### config.mk
export PLATFORM = sky130hd
export DESIGN_NAME = fp_addsub_seq
export DESIGN_NICKNAME = d
export VERILOG_FILES = /design/src/rtl/fp_addsub_seq.sv
export SDC_FILE = /design/constraint.sdc
export NUM_CORES = 1
export LEC_CHECK = 0
export ABC_AREA = 0
export CAP_MARGIN = 10
export CORE_ASPECT_RATIO = 2
export CORE_MARGIN = 5
export CORE_UTILIZATION = 47
export CTS_BUF_LIST = sky130_fd_sc_hd__clkbuf_8 sky130_fd_sc_hd__clkbuf_16
export CTS_CLUSTER_SIZE = 25
export DETAILED_ROUTE_END_ITERATION = 8
export GPL_ROUTABILITY_DRIVEN = 0
export PLACE_DENSITY = 0.71
export REMOVE_ABC_BUFFERS = 1
export SETUP_SLACK_MARGIN = 0.4
export SYNTH_ARGS = -nofsm -noshare
export SYNTH_HDL_FRONTEND = slang
export SYNTH_SLANG_ARGS = --single-unit
### constraint.sdc
create_clock -name clk -period 7.1 [get_ports clk]
set_input_delay 1.42 -clock clk [delete_from_list [all_inputs] [get_ports clk]]
set_output_delay 1.42 -clock clk [all_outputs]
set_load 0.02 [all_outputs]
### src/rtl/fp_addsub_seq.sv
// fp_addsub_seq: multi-cycle parametrised floating-point adder/subtractor (IDLE/ALIGN/ADD/NORM).
// Define FPU_ROUND_NEAREST_EN for round-to-nearest-even at pack; the default build truncates.
module fp_addsub_seq #(
    parameter int EXP_W = 8,
    parameter int MAN_W = 23
) (
    input  logic                 clk,
    input  logic                 rst_n,
    input  logic                 start,
    input  logic                 sub,
    input  logic [EXP_W+MAN_W:0] in1,
    input  logic [EXP_W+MAN_W:0] in2,
    output logic                 busy,
    output logic                 done,
    output logic [EXP_W+MAN_W:0] out,
    output logic                 overFlow,
    output logic                 zero
);
    localparam int W  = 1 + EXP_W + MAN_W;
    localparam int MW = MAN_W + 4;   // hidden + mantissa + guard/round/sticky
    localparam int SW = MW + 1;      // plus carry
    localparam logic [EXP_W-1:0] EXP_ONES = '1;
    localparam logic [W-1:0] QNAN = {1'b0, EXP_ONES, 1'b1, {(MAN_W-1){1'b0}}};

    typedef enum logic [1:0] {S_IDLE, S_ALIGN, S_ADD, S_NORM} state_t;

    state_t         state_q;
    logic           busy_q, done_q, ovf_q, zero_q;
    logic [W-1:0]   out_q;

    logic [W-1:0]     opa_q, opa_d, opb_q, opb_d;
    logic [SW-1:0]    ma_q, ma_d, mb_q, mb_d;
    logic [EXP_W-1:0] exp_q, exp_d;
    logic             sign_q, sign_d, eff_sub_q, eff_sub_d;
    logic             nan_q, nan_d, zres_q, zres_d;

    logic [W-2:0]     mag_a, mag_b, mag_big, mag_sml;
    logic             swap, sgn_big, nan_in;
    logic [EXP_W-1:0] e_big, e_sml, exp_add;
    logic [MW-1:0]    m_big, m_sml, m_shf;
    logic [SW-1:0]    sum, sum_n;
    logic             norm_exit, res_ovf, res_zero;
    logic [W-1:0]     res_word;
    logic [W:0]       pack_res;

    // Right shift by d; every bit pushed off the end is ORed into the sticky position.
    function automatic logic [MW-1:0] align_shift(input logic [MW-1:0] m, input logic [EXP_W-1:0] d);
        logic [MW-1:0] lost_mask;
        logic [MW-1:0] r;
        lost_mask = '0;
        if (32'(d) >= MW) begin
            r    = '0;
            r[0] = |m;
        end else begin
            lost_mask = ~({MW{1'b1}} << d);
            r         = m >> d;
            r[0]      = r[0] | (|(m & lost_mask));
        end
        return r;
    endfunction

`ifdef FPU_ROUND_NEAREST_EN
    // Returns {overflow, word}; mantissa rollover bumps the exponent in the same cycle.
    function automatic logic [W:0] round_pack(input logic s, input logic [EXP_W-1:0] e,
                                              input logic [MW-1:0] m);
        logic [MAN_W+1:0] rnd;
        logic [EXP_W-1:0] e_r;
        logic             inc;
        inc = m[2] & (m[1] | m[0] | m[3]);
        rnd = {1'b0, m[MW-1:3]} + {{(MAN_W+1){1'b0}}, inc};
        e_r = e;
        if (rnd[MAN_W+1] && (e != EXP_ONES))
            e_r = e + EXP_W'(1);
        if (e_r == EXP_ONES)
            return {1'b1, s, EXP_ONES, {MAN_W{1'b0}}};
        return {1'b0, s, e_r, rnd[MAN_W-1:0]};
    endfunction

    assign pack_res = round_pack(sign_q, exp_q, ma_q[MW-1:0]);
`else
    function automatic logic [W:0] round_pack(input logic s, input logic [EXP_W-1:0] e,
                                              input logic [MAN_W-1:0] f);
        if (e == EXP_ONES)
            return {1'b1, s, EXP_ONES, {MAN_W{1'b0}}};
        return {1'b0, s, e, f};
    endfunction

    assign pack_res = round_pack(sign_q, exp_q, ma_q[MW-2:3]);
`endif

    // Flush exponent-0 operands, order by magnitude, align the smaller one.
    always_comb begin
        mag_a   = (opa_q[W-2:MAN_W] == '0) ? '0 : opa_q[W-2:0];
        mag_b   = (opb_q[W-2:MAN_W] == '0) ? '0 : opb_q[W-2:0];
        swap    = mag_b > mag_a;
        mag_big = swap ? mag_b : mag_a;
        mag_sml = swap ? mag_a : mag_b;
        sgn_big = swap ? opb_q[W-1] : opa_q[W-1];
        nan_in  = (opa_q[W-2:MAN_W] == EXP_ONES) || (opb_q[W-2:MAN_W] == EXP_ONES);
        e_big   = mag_big[W-2:MAN_W];
        e_sml   = mag_sml[W-2:MAN_W];
        m_big   = {(e_big != '0), mag_big[MAN_W-1:0], 3'b000};
        m_sml   = {(e_sml != '0), mag_sml[MAN_W-1:0], 3'b000};
        m_shf   = align_shift(m_sml, e_big - e_sml);
    end

    always_comb begin
        sum     = eff_sub_q ? (ma_q - mb_q) : (ma_q + mb_q);
        sum_n   = sum;
        exp_add = exp_q;
        if (sum[SW-1]) begin
            sum_n    = {1'b0, sum[SW-1:1]};
            sum_n[0] = sum[1] | sum[0];
            exp_add  = exp_q + EXP_W'(1);
        end
    end

    // Exponent 1 with no hidden bit cannot shift further: that is the underflow flush.
    always_comb begin
        norm_exit = zres_q || ma_q[MW-1] || (exp_q <= EXP_W'(1));
        res_word  = '0;
        res_ovf   = 1'b0;
        res_zero  = 1'b1;
        if (!zres_q && !ma_q[MW-1]) begin
            res_word = {sign_q, {(W-1){1'b0}}};
        end else if (!zres_q) begin
            {res_ovf, res_word} = pack_res;
            res_zero            = 1'b0;
        end
    end

    always_comb begin
        opa_d     = opa_q;
        opb_d     = opb_q;
        ma_d      = ma_q;
        mb_d      = mb_q;
        exp_d     = exp_q;
        sign_d    = sign_q;
        eff_sub_d = eff_sub_q;
        nan_d     = nan_q;
        zres_d    = zres_q;
        case (state_q)
            S_IDLE: begin
                if (start) begin
                    opa_d = in1;
                    opb_d = {in2[W-1] ^ sub, in2[W-2:0]};
                end
            end
            S_ALIGN: begin
                ma_d      = {1'b0, m_big};
                mb_d      = {1'b0, m_shf};
                exp_d     = e_big;
                sign_d    = sgn_big;
                eff_sub_d = opa_q[W-1] ^ opb_q[W-1];
                nan_d     = nan_in;
            end
            S_ADD: begin
                ma_d   = sum_n;
                exp_d  = exp_add;
                zres_d = (sum == '0);
            end
            S_NORM: begin
                if (!norm_exit) begin
                    ma_d  = ma_q << 1;
                    exp_d = exp_q - EXP_W'(1);
                end
            end
            default: ;
        endcase
    end

    always_ff @(posedge clk) begin
        opa_q     <= opa_d;
        opb_q     <= opb_d;
        ma_q      <= ma_d;
        mb_q      <= mb_d;
        exp_q     <= exp_d;
        sign_q    <= sign_d;
        eff_sub_q <= eff_sub_d;
        nan_q     <= nan_d;
        zres_q    <= zres_d;
    end

    always_ff @(posedge clk or negedge rst_n) begin
        if (!rst_n) begin
            state_q <= S_IDLE;
            busy_q  <= 1'b0;
            done_q  <= 1'b0;
            out_q   <= '0;
            ovf_q   <= 1'b0;
            zero_q  <= 1'b0;
        end else begin
            done_q <= 1'b0;
            case (state_q)
                S_IDLE: begin
                    if (start) begin
                        state_q <= S_ALIGN;
                        busy_q  <= 1'b1;
                    end
                end
                S_ALIGN: state_q <= S_ADD;
                S_ADD: begin
                    if (nan_q) begin
                        out_q   <= QNAN;
                        ovf_q   <= 1'b0;
                        zero_q  <= 1'b0;
                        done_q  <= 1'b1;
                        busy_q  <= 1'b0;
                        state_q <= S_IDLE;
                    end else begin
                        state_q <= S_NORM;
                    end
                end
                S_NORM: begin
                    if (norm_exit) begin
                        out_q   <= res_word;
                        ovf_q   <= res_ovf;
                        zero_q  <= res_zero;
                        done_q  <= 1'b1;
                        busy_q  <= 1'b0;
                        state_q <= S_IDLE;
                    end
                end
                default: state_q <= S_IDLE;
            endcase
        end
    end

    assign busy     = busy_q;
    assign done     = done_q;
    assign out      = out_q;
    assign overFlow = ovf_q;
    assign zero     = zero_q;

endmodule

==> run_results.csv <==
group,metric,value,unit
yosys,synth-main-ff-cell,"edfxtp_1",
final_layout,fin_nets,1577,
global_routing,grt_pass1_vias,10900,
floorplanning,fp.coreArea,0.0267,mm²
final_layout,drive_above_1_share,8.98,%
sta,setup_viol,0,
floorplanning,start_util,47.3,%
sta,whs,0.483,ns
power_and_ir_drop,clock_power_share,12.6,%
floorplanning,die_w,126,µm
final_layout,fillers,2353,
hold_path,min_path_type,"flop to flop",
critical_path,setup.worst_path.start,"opa_q[29]$_DFFE_PP_",
power_and_ir_drop,p_seq_share,22.6,%
placed_design,dp_slack,0.873,ns
global_routing,grt_max_degree,71,
clocking,ctsHoldBuffers,0,
sta,period_share,86.5,%
yosys,netlist_area,0.0126,mm²
critical_path,cp.required,7.31,ns
final_layout,design_area,0.0145,mm²
final_layout,syn_to_final_growth,15.0,%
route,viasPerCell,6.14,
sta,final.setup.worst_slack,0.962,ns
clocking,h-tree-depth,4,
clocking,clock_latency,0.46,ns
sta,skew,0.0139,ns
clocking,ctsLongestPathBuffers,2,
critical_path,crit_fanout,27,
power_and_ir_drop,p_comb_share,64.8,%
critical_path,cp-start-kind,"flop",
clocking,clock-sinks,169,
global_routing,use_met3,3.25,%
critical_path,path_class,"flop to flop",
yosys,seq_area_frac_synth,38.7,%
clocking,cts_tree,"yes",
sta,fmaxAchievable,163,MHz
critical_path,critPathCapture,"mb_q[0]$_DFFE_PN_",
global_routing,grt_usage,22.2,%
final_layout,num_antenna_cells,0,
placed_design,place_area,0.0139,mm²
global_routing,grt_overflow,0,
yosys,synth_edf_count,131,
power_and_ir_drop,p_switching,0.00386,W
global_routing,antenna_found_initial,0,
clocking,path_clk_slew,0.07,ns
power_and_ir_drop,ir_drop,0.439,mV
critical_path,r2r_slack,0.96,ns
sta,period_needed,6.14,ns
sta,worst_pin_slew,1.12,ns
floorplanning,dieHeight,242,µm
clocking,cts_root_buf,"clkbuf_16",
sta,relSlewSlack,25.6,%
critical_path,cp.arrival,6.35,ns
yosys,async_flop_share,22.5,%
sta,report.final.slew_viol_count,0,
global_routing,use_met2,38.3,%
floorplanning,boundaryPins,104,
route,wire_per_inst,19.1,µm
sta,hold_viol_final,0,
yosys,avgSynthCellArea,9.14,µm²
placed_design,dp.cells,1773,
yosys,yosysWarnings,0,
global_routing,grt_pass1_wl,54700,µm
route,drt_iter0_markers,1166,
global_routing,use_met1,25.2,%
critical_path,r2r-end,"mb_q[0]$_DFFE_PN_",
critical_path,r2r_start,"opa_q[29]$_DFFE_PP_",
power_and_ir_drop,internal-power,0.00410,W
job,maxCapViolations,0,
critical_path,worst_r2r_path_depth,20,
sta,fin_tns_setup,0,ns
power_and_ir_drop,p_sw_share,48.5,%
yosys,synth_seq_cells,169,
power_and_ir_drop,powerDensity,548,mW/mm²
status,status,"finished clean",
clocking,numCtsBuffers,17,
route,drt-pass1-iter-count,6,
placed_design,io_buffers,103,
global_routing,gr-max-usage-layer,"met2",
route,antenna_left,0,
power_and_ir_drop,p_leak,5.60,nW
yosys,synth_cell_type_count,96,
floorplanning,rows,85,
route,vias,11100,
final_layout,fin_cells,1806,
sta,rsz0062_at_grt,"false",
route,wl,34400,µm
floorplanning,dieArea,0.0304,mm²
route,drc,0,
critical_path,end_kind,"flop",
yosys,netlist_instances,1382,
placed_design,place_hpwl,26400,µm
[worst min path at each step]
stage | start | endpoint | slack, ns | cells past startpoint
floorplan | sign_q$_DFFE_PN_ | out[31]$_DFFE_PN0P_ | 0.48 | 1
CTS | zero$_DFFE_PN0P_ | zero$_DFFE_PN0P_ | 0.49 | 2
global route | out[4]$_DFFE_PN0P_ | out[4]$_DFFE_PN0P_ | 0.52 | 1
detailed placement | zero$_DFFE_PN0P_ | zero$_DFFE_PN0P_ | 0.48 | 2
finish | zero$_DFFE_PN0P_ | zero$_DFFE_PN0P_ | 0.48 | 2
global placement | zero$_DFFE_PN0P_ | zero$_DFFE_PN0P_ | 0.47 | 2
[per-stage QoR]
step                utilization (%)  total power, W
floorplan                         -         0.00544
global placement               52.0         0.00671
detailed placement             52.0         0.00684
CTS                            54.4         0.00788
global route                   54.4         0.00851
finish                         54.4         0.00796
[sequential cells by signal, indices dropped and copies added (netlist names)]
name	cells
ma_q	28
busy	1
mb_q	27
eff_sub_q	1
done	1
zres_q	1
sign_q	1
exp_q	8
overFlow	1
opb_q	32
state_q	2
zero	1
out	32
nan_q	1
opa_q	32
[timing repair]
| item | CTS | global route |
|---|---|---|
| gates resized for setup | 0 | 1 |
| buffers inserted | 0 | 0 |
| endpoints found under the setup margin | 0 | 7 |
[area by class of cell]
type / count / area [µm²] / area share (%)
Clock buffer: 20 / 500 / 3.45
Inverter: 61 / 229 / 1.58
Clock inverter: 12 / 141 / 0.973
Sequential cell: 169 / 4880 / 33.6
Tap cell: 348 / 435 / 3.00
Timing Repair Buffer: 128 / 1220 / 8.41
Multi-Input combinational cell: 1068 / 7120 / 49.0
[layout by cell type (no fill, tap or decap), types with 30 or more instances in the layout]
| cell type | count |
|---|---|
| clkdlybuf4s50_1 | 102 |
| o21ai_0 | 83 |
| nand2_1 | 148 |
| nor3_1 | 41 |
| nand3_1 | 30 |
| a21oi_1 | 111 |
| xnor2_1 | 42 |
| inv_1 | 59 |
| mux2i_1 | 32 |
| edfxtp_1 | 131 |
| dfrtp_1 | 38 |
| nor2_1 | 153 |
| ha_1 | 63 |
[cell families after synthesis]
| logic type | count (synthesis) | share of synthesized area [%] |
|---|---|---|
| AO/OA/AOI/OAI | 397 | 20.4 |
| multiplexers | 60 | 6.67 |
| AND/OR/NAND/NOR | 485 | 18.2 |
| adder cells (fa/ha/maj) | 64 | 6.40 |
| buffers and inverters | 145 | 5.18 |
| flip-flops | 169 | 38.7 |
| XOR/XNOR | 62 | 4.42 |
[synthesized netlist by cell type, drive strengths merged (4+ instances only)]
cell	count	area (µm²)
o21a	14	105
nand2	152	588
o22ai	28	175
buf	28	215
a22o	22	193
a21o	14	105
nor4	15	130
edfxtp	131	3930
nand3	31	160
mux2i	32	320
o2111ai	9	78.8
nor3	41	205
nor3b	4	40.0
o21ai	99	503
ha	63	788
a211oi	23	173
xor2	18	165
mux2	10	116
o31ai	8	65.1
a22oi	4	30.0
nand2b	14	87.6
a21oi	113	566
nand4	16	106
inv	60	225
nor2	156	591
clkbuf	56	210
a31oi	13	81.3
mux4	18	405
and3	9	56.3
o211ai	8	65.1
o21bai	4	30.0
or2	9	56.3
dfrtp	38	951
nor2b	14	87.6
xnor2	44	393
and2	10	62.6
[layer usage]
metal / vias to the layer above / routed length, µm
met4: 0 / 2220
met3: 139 / 1960
met2: 483 / 17100
li1: 5234 / -
met5: - / 0
met1: 5237 / 13100
[power by group through the flow]
| stage | sequential [W] | clock, W | combinational [W] |
|---|---|---|---|
| floorplan | 0.00186 | 0 | 0.00358 |
| CTS | 0.00180 | 0.00103 | 0.00505 |
| global route | 0.00184 | 0.00107 | 0.00560 |
| global placement | 0.00180 | 0 | 0.00491 |
| detailed placement | 0.00182 | 0 | 0.00502 |
| finish | 0.00180 | 0.00101 | 0.00516 |
[worst max-delay path, cell delays in order (launching register included)]
cell      delay [ns]
edfxtp_1        0.46
nor4_1          0.33
nand2_1         0.62
and2_1          0.47
inv_1           0.11
ha_1            0.19
nand4_2         0.18
nor4_4          0.34
o31ai_1         0.15
nand4b_2        0.26
nand2_4         0.14
nor2_1          0.14
nor2_1          0.05
ha_1            0.21
or2_2           0.31
mux2i_1         0.28
o311a_1         0.58
o21ai_1         0.22
o21bai_1        0.56
and2_1          0.25
a41oi_2         0.04
Note: power is estimated with default switching activity, not from simulation.
